### config.mk
export PLATFORM = sky130hd
export DESIGN_NAME = uart_transmitter_flat
export DESIGN_NICKNAME = d
export VERILOG_FILES = /design/src/rtl/uart_pkg.sv /design/src/rtl/uart_transmitter_if.sv /design/src/rtl/uart_transmitter.sv /design/src/flat_wrapper.sv
export SDC_FILE = /design/constraint.sdc
export NUM_CORES = 1
export LEC_CHECK = 0
export ABC_AREA = 1
export BUFFER_PORTS_ARGS = -buffer_cell sky130_fd_sc_hd__buf_2
export CORE_MARGIN = 3
export CORE_UTILIZATION = 50
export DETAILED_ROUTE_END_ITERATION = 7
export GPL_TIMING_DRIVEN = 0
export MAX_ROUTING_LAYER = met4
export PLACE_DENSITY_LB_ADDON = 0.25
export REMOVE_ABC_BUFFERS = 1
export SYNTH_ARGS = -nofsm -noshare
export SYNTH_HDL_FRONTEND = slang
export SYNTH_SLANG_ARGS = --single-unit
export TNS_END_PERCENT = 20
### constraint.sdc
create_clock -name clk -period 3.5 [get_ports clk]
set_input_delay 0.35 -clock clk [delete_from_list [all_inputs] [get_ports clk]]
set_output_delay 0.35 -clock clk [all_outputs]
set_load 0.02 [all_outputs]
### src/rtl/uart_pkg.sv
// Shared UART definitions: frame states, oversampling ratio, default frame shape
// and the parity helper. The receiver uses the same state encoding.
package uart_pkg;

  localparam int OVERSAMPLE      = 16;
  localparam int DEFAULT_DBIT    = 8;
  localparam int DEFAULT_SB_TICK = 16;
  localparam int MAX_DBIT        = 9;

  typedef enum logic [2:0] {
    IDLE   = 3'd0,
    START  = 3'd1,
    DATA   = 3'd2,
    PARITY = 3'd3,
    STOP   = 3'd4
  } uartState_e;

  // Callers zero-extend narrower words; the extra zeros do not change the XOR.
  function automatic logic calcParity(input logic [MAX_DBIT-1:0] word, input logic odd);
    return (^word) ^ odd;
  endfunction

endpackage

### src/rtl/uart_transmitter_if.sv
// Request/status bundle between the TX fifo read side and the UART transmitter.
interface uart_transmitter_if
  import uart_pkg::*;
#(
  parameter int DBIT = DEFAULT_DBIT
);

  logic            tx_start;
  logic [DBIT-1:0] tx_dataIn;
  logic            tx_busy;
  logic            tx_doneTick;

  modport master (
    output tx_start,
    output tx_dataIn,
    input  tx_busy,
    input  tx_doneTick
  );

  modport slave (
    input  tx_start,
    input  tx_dataIn,
    output tx_busy,
    output tx_doneTick
  );

endinterface

### src/rtl/uart_transmitter.sv
// UART transmitter: start bit, DBIT data bits LSB first, optional parity, stop period,
// all timed by the shared 16x oversampling tick from baud_gen.
module uart_transmitter
  import uart_pkg::*;
#(
  parameter int DBIT       = DEFAULT_DBIT,
  parameter int SB_TICK    = DEFAULT_SB_TICK,
  parameter bit PARITY_EN  = 1'b0,
  parameter bit PARITY_ODD = 1'b0
) (
  input  logic              clk,
  input  logic              reset_n,
  input  logic              s_tick,
  uart_transmitter_if.slave txIf,
  output logic              tx
);

  localparam int S_MAX = (SB_TICK > OVERSAMPLE) ? SB_TICK : OVERSAMPLE;
  localparam int S_W   = $clog2(S_MAX);
  localparam int N_W   = (DBIT > 1) ? $clog2(DBIT) : 1;

  localparam logic [S_W-1:0] S_BIT_LAST  = S_W'(OVERSAMPLE - 1);
  localparam logic [S_W-1:0] S_STOP_LAST = S_W'(SB_TICK - 1);
  localparam logic [N_W-1:0] N_LAST      = N_W'(DBIT - 1);

  uartState_e      stateReg, stateNext;
  logic [S_W-1:0]  sReg, sNext;
  logic [N_W-1:0]  nReg, nNext;
  logic [DBIT-1:0] shiftReg, shiftNext;
  logic            parReg, parNext;
  logic            txReg, txNext;
  logic            doneTick;

  always_ff @(posedge clk or negedge reset_n) begin
    if (!reset_n) begin
      stateReg <= IDLE;
      sReg     <= '0;
      nReg     <= '0;
      shiftReg <= '0;
      parReg   <= 1'b0;
      txReg    <= 1'b1;
    end else begin
      stateReg <= stateNext;
      sReg     <= sNext;
      nReg     <= nNext;
      shiftReg <= shiftNext;
      parReg   <= parNext;
      txReg    <= txNext;
    end
  end

  // Acceptance happens on any clk in IDLE; every later step waits for s_tick.
  always_comb begin
    stateNext = stateReg;
    sNext     = sReg;
    nNext     = nReg;
    shiftNext = shiftReg;
    parNext   = parReg;
    doneTick  = 1'b0;
    case (stateReg)
      IDLE: begin
        if (txIf.tx_start) begin
          shiftNext = txIf.tx_dataIn;
          parNext   = calcParity(MAX_DBIT'(txIf.tx_dataIn), PARITY_ODD);
          sNext     = '0;
          stateNext = START;
        end
      end
      START: begin
        if (s_tick) begin
          if (sReg == S_BIT_LAST) begin
            sNext     = '0;
            nNext     = '0;
            stateNext = DATA;
          end else begin
            sNext = sReg + 1'b1;
          end
        end
      end
      DATA: begin
        if (s_tick) begin
          if (sReg == S_BIT_LAST) begin
            sNext     = '0;
            shiftNext = shiftReg >> 1;
            if (nReg == N_LAST) begin
              stateNext = PARITY_EN ? PARITY : STOP;
            end else begin
              nNext = nReg + 1'b1;
            end
          end else begin
            sNext = sReg + 1'b1;
          end
        end
      end
      PARITY: begin
        if (s_tick) begin
          if (sReg == S_BIT_LAST) begin
            sNext     = '0;
            stateNext = STOP;
          end else begin
            sNext = sReg + 1'b1;
          end
        end
      end
      STOP: begin
        if (s_tick) begin
          if (sReg == S_STOP_LAST) begin
            sNext     = '0;
            doneTick  = 1'b1;
            stateNext = IDLE;
          end else begin
            sNext = sReg + 1'b1;
          end
        end
      end
      default: begin
        stateNext = IDLE;
      end
    endcase
  end

  // The line level is decoded from the upcoming state so tx stays a clean flop output.
  always_comb begin
    txNext = 1'b1;
    case (stateNext)
      IDLE:    txNext = 1'b1;
      START:   txNext = 1'b0;
      DATA:    txNext = shiftNext[0];
      PARITY:  txNext = parNext;
      STOP:    txNext = 1'b1;
      default: txNext = 1'b1;
    endcase
  end

  assign tx               = txReg;
  assign txIf.tx_busy     = (stateReg != IDLE);
  assign txIf.tx_doneTick = doneTick;

  // The fifo read side relies on these: it pops on tx_doneTick and re-requests once idle.
  assert property (@(posedge clk) disable iff (!reset_n) txIf.tx_doneTick |=> !txIf.tx_busy);
  assert property (@(posedge clk) disable iff (!reset_n) !txIf.tx_busy |-> txReg);

endmodule
### src/flat_wrapper.sv
// flat-port wrapper written by rule: the top's interface ports become plain ports
module uart_transmitter_flat import uart_pkg::*;
#(
  parameter int DBIT       = DEFAULT_DBIT,
  parameter int SB_TICK    = DEFAULT_SB_TICK,
  parameter bit PARITY_EN  = 1'b0,
  parameter bit PARITY_ODD = 1'b0
)
  (clk, reset_n, s_tick, tx, txIf_tx_start, txIf_tx_dataIn, txIf_tx_busy, txIf_tx_doneTick);
  uart_transmitter_if #(.DBIT(DBIT)) txIf_i ();
  input  logic clk;
  input  logic reset_n;
  input  logic s_tick;
  output logic tx;
  input wire logic [$bits(txIf_i.tx_start)-1:0] txIf_tx_start;
  input wire logic [$bits(txIf_i.tx_dataIn)-1:0] txIf_tx_dataIn;
  output wire logic [$bits(txIf_i.tx_busy)-1:0] txIf_tx_busy;
  output wire logic [$bits(txIf_i.tx_doneTick)-1:0] txIf_tx_doneTick;
  assign txIf_i.tx_start = txIf_tx_start;
  assign txIf_i.tx_dataIn = txIf_tx_dataIn;
  assign txIf_tx_busy = txIf_i.tx_busy;
  assign txIf_tx_doneTick = txIf_i.tx_doneTick;
  uart_transmitter #(.DBIT(DBIT), .SB_TICK(SB_TICK), .PARITY_EN(PARITY_EN), .PARITY_ODD(PARITY_ODD)) u_core (.clk(clk), .reset_n(reset_n), .s_tick(s_tick), .txIf(txIf_i), .tx(tx));
endmodule
==> results.cfg, run 1 <==
[placement]
io_buffers = 14
gp_congestion = 0.818
dpl_cell_area_sq_um = 1470
place_hpwl_mm = 2.12

[cts]
clock_latency_ps = 290
clk_pin_slew_worst_paths_ps = 110
cts-root-buf = clkbuf_4
cts.sinks = 20
cts_buffers = 3
h-tree-depth = 1
postCtsSetupBuffers = 0
cts_max_path_buffers = 2
cts_tree = yes
cts_hold_buffers = 1
cts_resized = 0

[cells_and_area]
final_area_sq_um = 1500
areaGrowthSynthToFinish_pct = 10.6
mostFrequentLayoutCell = nand2_1
fin_nets = 212
n_antenna_cell = 0
drive_gt1_frac = 0.224
final_cell_mix = 65 x nand2_1, 27 x inv_1, 19 x dfrtp_1, 14 x buf_2, 10 x nand3_1
num-fill-cells = 222

[route]
met2_length_mm = 1.27
dr.pass1.iters = 5
drc = 0
wire_per_inst_um = 11.6
final_antenna_net_count = 0
drtIter0Drc = 19
vias = 1161
highest_layer = met4
avgViaCountPerCell = 5.14
met3WireLength_um = 116
wirelength_mm = 2.63
met1_length_mm = 1.18

[critical_path]
critPathKind = reg2out
critPathMaxFanout = 5
critPathRequiredTime_ps = 3150
end_kind = output pin
start_kind = register
worstPathArrival_ps = 1610

[synth]
synth_seq_area_share = 0.369
ys_warn_count = 0
syn_area_per_cell_sq_um = 7.68
synth_area_leaders = dfrtp_1 35%, nand2_1 18%, inv_1 7.5%, o21ai_2 3.9%, nand3_1 3.7%
synthArstFlopShare = 1.00
synth_edf_count = 0
synth.ff_latch_count = 20
synth_top_area_cell = dfrtp_1
syn-cell-area_sq_um = 1360
netlist.area_leader.share = 0.350
synthDistinctLibCells = 29
synth-main-ff-cell = dfrtp_1
synth_cells = 177

[global_routing]
grt_start_max_net_pins = 21
grt_pass1_wl_mm = 4.80
overflow = 0
grt_pass1_vias = 1150
track_usage = 0.188
antenna_found_initial = 0

[sta]
hold_viol = 0
skew_ps = 5.65
tns_ps = 0
worst_slew_pin_slew_ps = 444
maxSlewViolCount = 0
rsz0062_at_grt = false
fin_crit_ps = 1960
relSlewSlack = 0.704
min_period_over_period = 0.559
max_freq_mhz = 511
setup_viol = 0

[run]
maxCapViolCount = 0

[die]
die_y_um = 58.1
dieWidth_um = 58.1
die_area_sq_um = 3380
io_pins = 15
rows = 18
start_util = 0.539
core_area_sq_um = 2520

[power]
peakVddDrop_mv = 0.351
power_density_nw_per_um2 = 607
leakage_uw = 0.000860

[min_path]
hp-class = in2reg

[run_status]
outcome = complete, no violations
==> where the power goes <==
group / switching, uW / internal (uW)
Sequential: 60.9 / 309
Clock: 68.8 / 44.3
Combinational: 267 / 162
Total: 397 / 515
==> registers in the layout (all words and copies together) (netlist names) <==
| signal | flops |
|---|---|
| u_core.sReg | 4 |
| u_core.nReg | 3 |
| u_core.shiftReg | 8 |
| u_core.parReg | 1 |
| u_core.tx | 1 |
| u_core.stateReg | 3 |
==> kinds of logic (layout without fill, tap and decap cells) <==
family | count (synthesis) | in the layout | share of synthesized area
xor gates and xnor gates | 1 | 1 | 0.00645
and+or+nand+nor | 99 | 99 | 0.376
AOI/OAI and AO/OA | 24 | 24 | 0.133
DFF | 20 | 20 | 0.369
buffers and inverters | 30 | 49 | 0.0884
adders and majority gates | 3 | 3 | 0.0276
==> routing by layer <==
metal / global-route usage / vias to the layer above
li1: - / 599
met4: 0.0795 / 0
met2: 0.316 / 31
met3: 0.0312 / 8
met1: 0.223 / 523
met5: - / -
==> final timing paths <==
path,startpoint,to,slack (ps),cells past startpoint
max,u_core.sReg[0],txIf_tx_doneTick,1540,6
min,txIf_tx_dataIn[1],u_core.shiftReg[1],330,3
max reg2reg,u_core.sReg[0],u_core.shiftReg[7],1940,6
min reg2reg,u_core.nReg[0],u_core.nReg[0],500,1
max in group asynchronous,reset_n,u_core.tx,2650,2
min in group asynchronous,reset_n,u_core.shiftReg[0],520,2
==> synth_stat cells (2+ instances only) <==
master,n
nand2_2,3
o22ai_1,6
nand3_2,3
nand3_1,10
nand2_1,65
nor2_1,7
inv_1,27
nor2_8,2
nor2_4,2
dfrtp_1,19
o21bai_1,5
nand2_4,2
o21ai_0,3
ha_1,3
o21ai_2,6
==> worst max-delay path, stage by stage, from the launching register on <==
cell and delay, ps:
dfrtp_1 420, ha_1 270, nand3_4 160, nor2_8 170
inv_4 50, nor2_1 70, buf_2 160
==> metrics by stage <==
step | std cells | setup slack (ps) | util | hold slack, ps | power (uW)
detailed placement | 221 | 1870 | 0.581 | 326 | 805
global route | 226 | 1420 | 0.596 | 338 | 1000
CTS | 226 | 1530 | 0.596 | 326 | 919
floorplan | 177 | 1910 | - | 54.4 | 709
global placement | 221 | 1900 | 0.581 | 326 | 781
finish | 226 | 1540 | 0.596 | 333 | 912
==> layout make-up <==
type / instances / area (sq um) / area share
Clock buffer: 4 / 26.3 / 0.0175
Sequential cell: 20 / 502 / 0.334
Inverter: 30 / 120 / 0.0799
Multi-Input combinational cell: 127 / 737 / 0.490
Tap cell: 30 / 37.5 / 0.0250
Timing Repair Buffer: 15 / 80.1 / 0.0533
(Power assumes the default switching activity.)
==> run 2: changes to the inputs <==
- clock period: 3.5 -> 1.87 ns (I/O delays scaled with it)
==> run 2 against run 1 <==
  * Register-to-register slack lost 1600 ps
  * Highest routed layer unchanged
  * Utilization grew 0.40 points
  * Sequential power grew 87%
  * Critical path type unchanged
  * Power grew 90%
  * Largest cell class unchanged
  * Largest power group unchanged
  * Clock power grew 88%
  * Critical endpoint unchanged
  * Routed wire length is the same
  * Global-route usage is the same
  * Via count grew 0.26%
  * Die area is the same
  * Design area grew 0.67%
==> results.cfg, run 2 (synthesis results as in run 1) <==
[placement]
io_buffers = 14
place_hpwl_mm = 2.12
dp_cells = 221
gp_congestion = 0.818
post-place-ws_ps = 336

[route]
vias = 1164
dr.pass1.iters = 4
wirelength_mm = 2.63
drc = 0
drtIter0Drc = 26
final_antenna_net_count = 0
avgViaCountPerCell = 5.13
wire_per_inst_um = 11.6

[critical_path]
cp_slowest_stage_delay_ps = 420
ff2ff_path_depth = 6
regToRegStartpoint = u_core.sReg[0]
critPathMaxFanout = 5
slowest_stage = dfrtp_1
worstPathArrival_ps = 1570
crit_chain = ha_2 -> nand3_4 -> nor2_8 -> inv_4 -> nor2_1 -> buf_2
end_kind = output pin
ff2ff_setup_slack_ps = 350
start_kind = register
critPathKind = reg2out
r2r_end = u_core.shiftReg[7]
critPathRequiredTime_ps = 1680

[cells_and_area]
utilization = 0.600
reg_top3 = u_core.shiftReg x8, u_core.sReg x4
drive_gt1_frac = 0.234
num-fill-cells = 223
fin_cells = 227
final_cell_mix = 65 x nand2_1, 27 x inv_1, 19 x dfrtp_1, 14 x buf_2, 10 x nand3_1
n_antenna_cell = 0
largest-register = u_core.shiftReg
largest_register_ffs = 8
mostFrequentLayoutCell = nand2_1
fin_nets = 213
areaGrowthSynthToFinish_pct = 11.3

[die]
io_pins = 15
die_area_sq_um = 3380
die_y_um = 58.1
core_area_sq_um = 2520
rows = 18
dieWidth_um = 58.1
start_util = 0.539

[sta]
hold_slack_ps = 169
relSlewSlack = 0.706
tns_ps = 0
max_freq_mhz = 570
worst_slew_pin_slew_ps = 441
setup_viol = 0
skew_ps = 5.60
rsz0062_at_grt = false
min_period_over_period = 0.937
fin_crit_ps = 1750
maxSlewViolCount = 0
hold_viol = 0
finalWorstSetupSlack_ps = 117

[min_path]
whs_endpoint = u_core.shiftReg[1]
hp-class = in2reg
min_from = txIf_tx_dataIn[1]
worstHoldPathCells = 3

[power]
peakVddDrop_mv = 0.657
leakage_uw = 0.000863
power_density_nw_per_um2 = 1140

[global_routing]
track_usage = 0.188
overflow = 0
grt_pass1_wl_mm = 4.80
grt_pass1_vias = 1150
antenna_found_initial = 0
grt_start_max_net_pins = 21

[cts]
cts_tree = yes
cts_max_path_buffers = 2
cts.sinks = 20
h-tree-depth = 1
cts-root-buf = clkbuf_4
clock_latency_ps = 290
cts_buffers = 3
clk_pin_slew_worst_paths_ps = 110

[run_status]
outcome = complete, no violations

[run]
maxCapViolCount = 0
[run 2: worst max-delay path, delay by kind of cell (launching register included)]
kind,cells,cell delay (ps)
DFF,1,420
and+or+nand+nor,3,390
buffers and inverters,2,210
adders and majority gates,1,240
[run 2: routing by layer]
metal | GRT usage | wire length, um
met4 | 0.0795 | 65
met5 | - | 0
met1 | 0.223 | 1180
met3 | 0.0312 | 100
met2 | 0.316 | 1280
[run 2: layout make-up]
class                      instances  area, sq um  share of cell area
clock buffer                       4         26.3              0.0174
inverter                          30          120              0.0794
multi-input combinational        127          739               0.489
sequential                        20          502               0.332
tap                               30         37.5              0.0248
timing repair buffer              16         87.6              0.0579
[run 2: worst max-delay path by stage]
stage,from,slack (ps),end,cells after the start
2_1_floorplan,u_core.sReg[0],440,txIf_tx_doneTick,5
3_3_place_gp,u_core.sReg[0],400,u_core.shiftReg[7],6
3_5_place_dp,u_core.sReg[0],340,u_core.shiftReg[2],6
4_1_cts,u_core.sReg[0],60,txIf_tx_doneTick,6
5_1_grt,u_core.sReg[0],20,txIf_tx_doneTick,6
6_report,u_core.sReg[0],120,txIf_tx_doneTick,6
[run 2: what timing repair did]
action | CTS | global route
resized for setup | 0 | 1
buffers inserted | 0 | 1
hold buffers | 1 | 0
setup endpoints to repair | 0 | 1
hold endpoints to repair | 19 | 0
[run 2: through the flow]
| step | power (uW) | cell area (sq um) |
|---|---|---|
| floorplan | 1330 | 1360 |
| global placement | 1460 | 1470 |
| detailed placement | 1510 | 1470 |
| CTS | 1720 | 1500 |
| global route | 1890 | 1510 |
| finish | 1730 | 1510 |
[run 2: where the power goes]
group,switching [uW],total (uW),internal (uW)
Sequential,112,691,578
Combinational,508,827,320
Clock,129,212,82.9
Total,749,1730,981
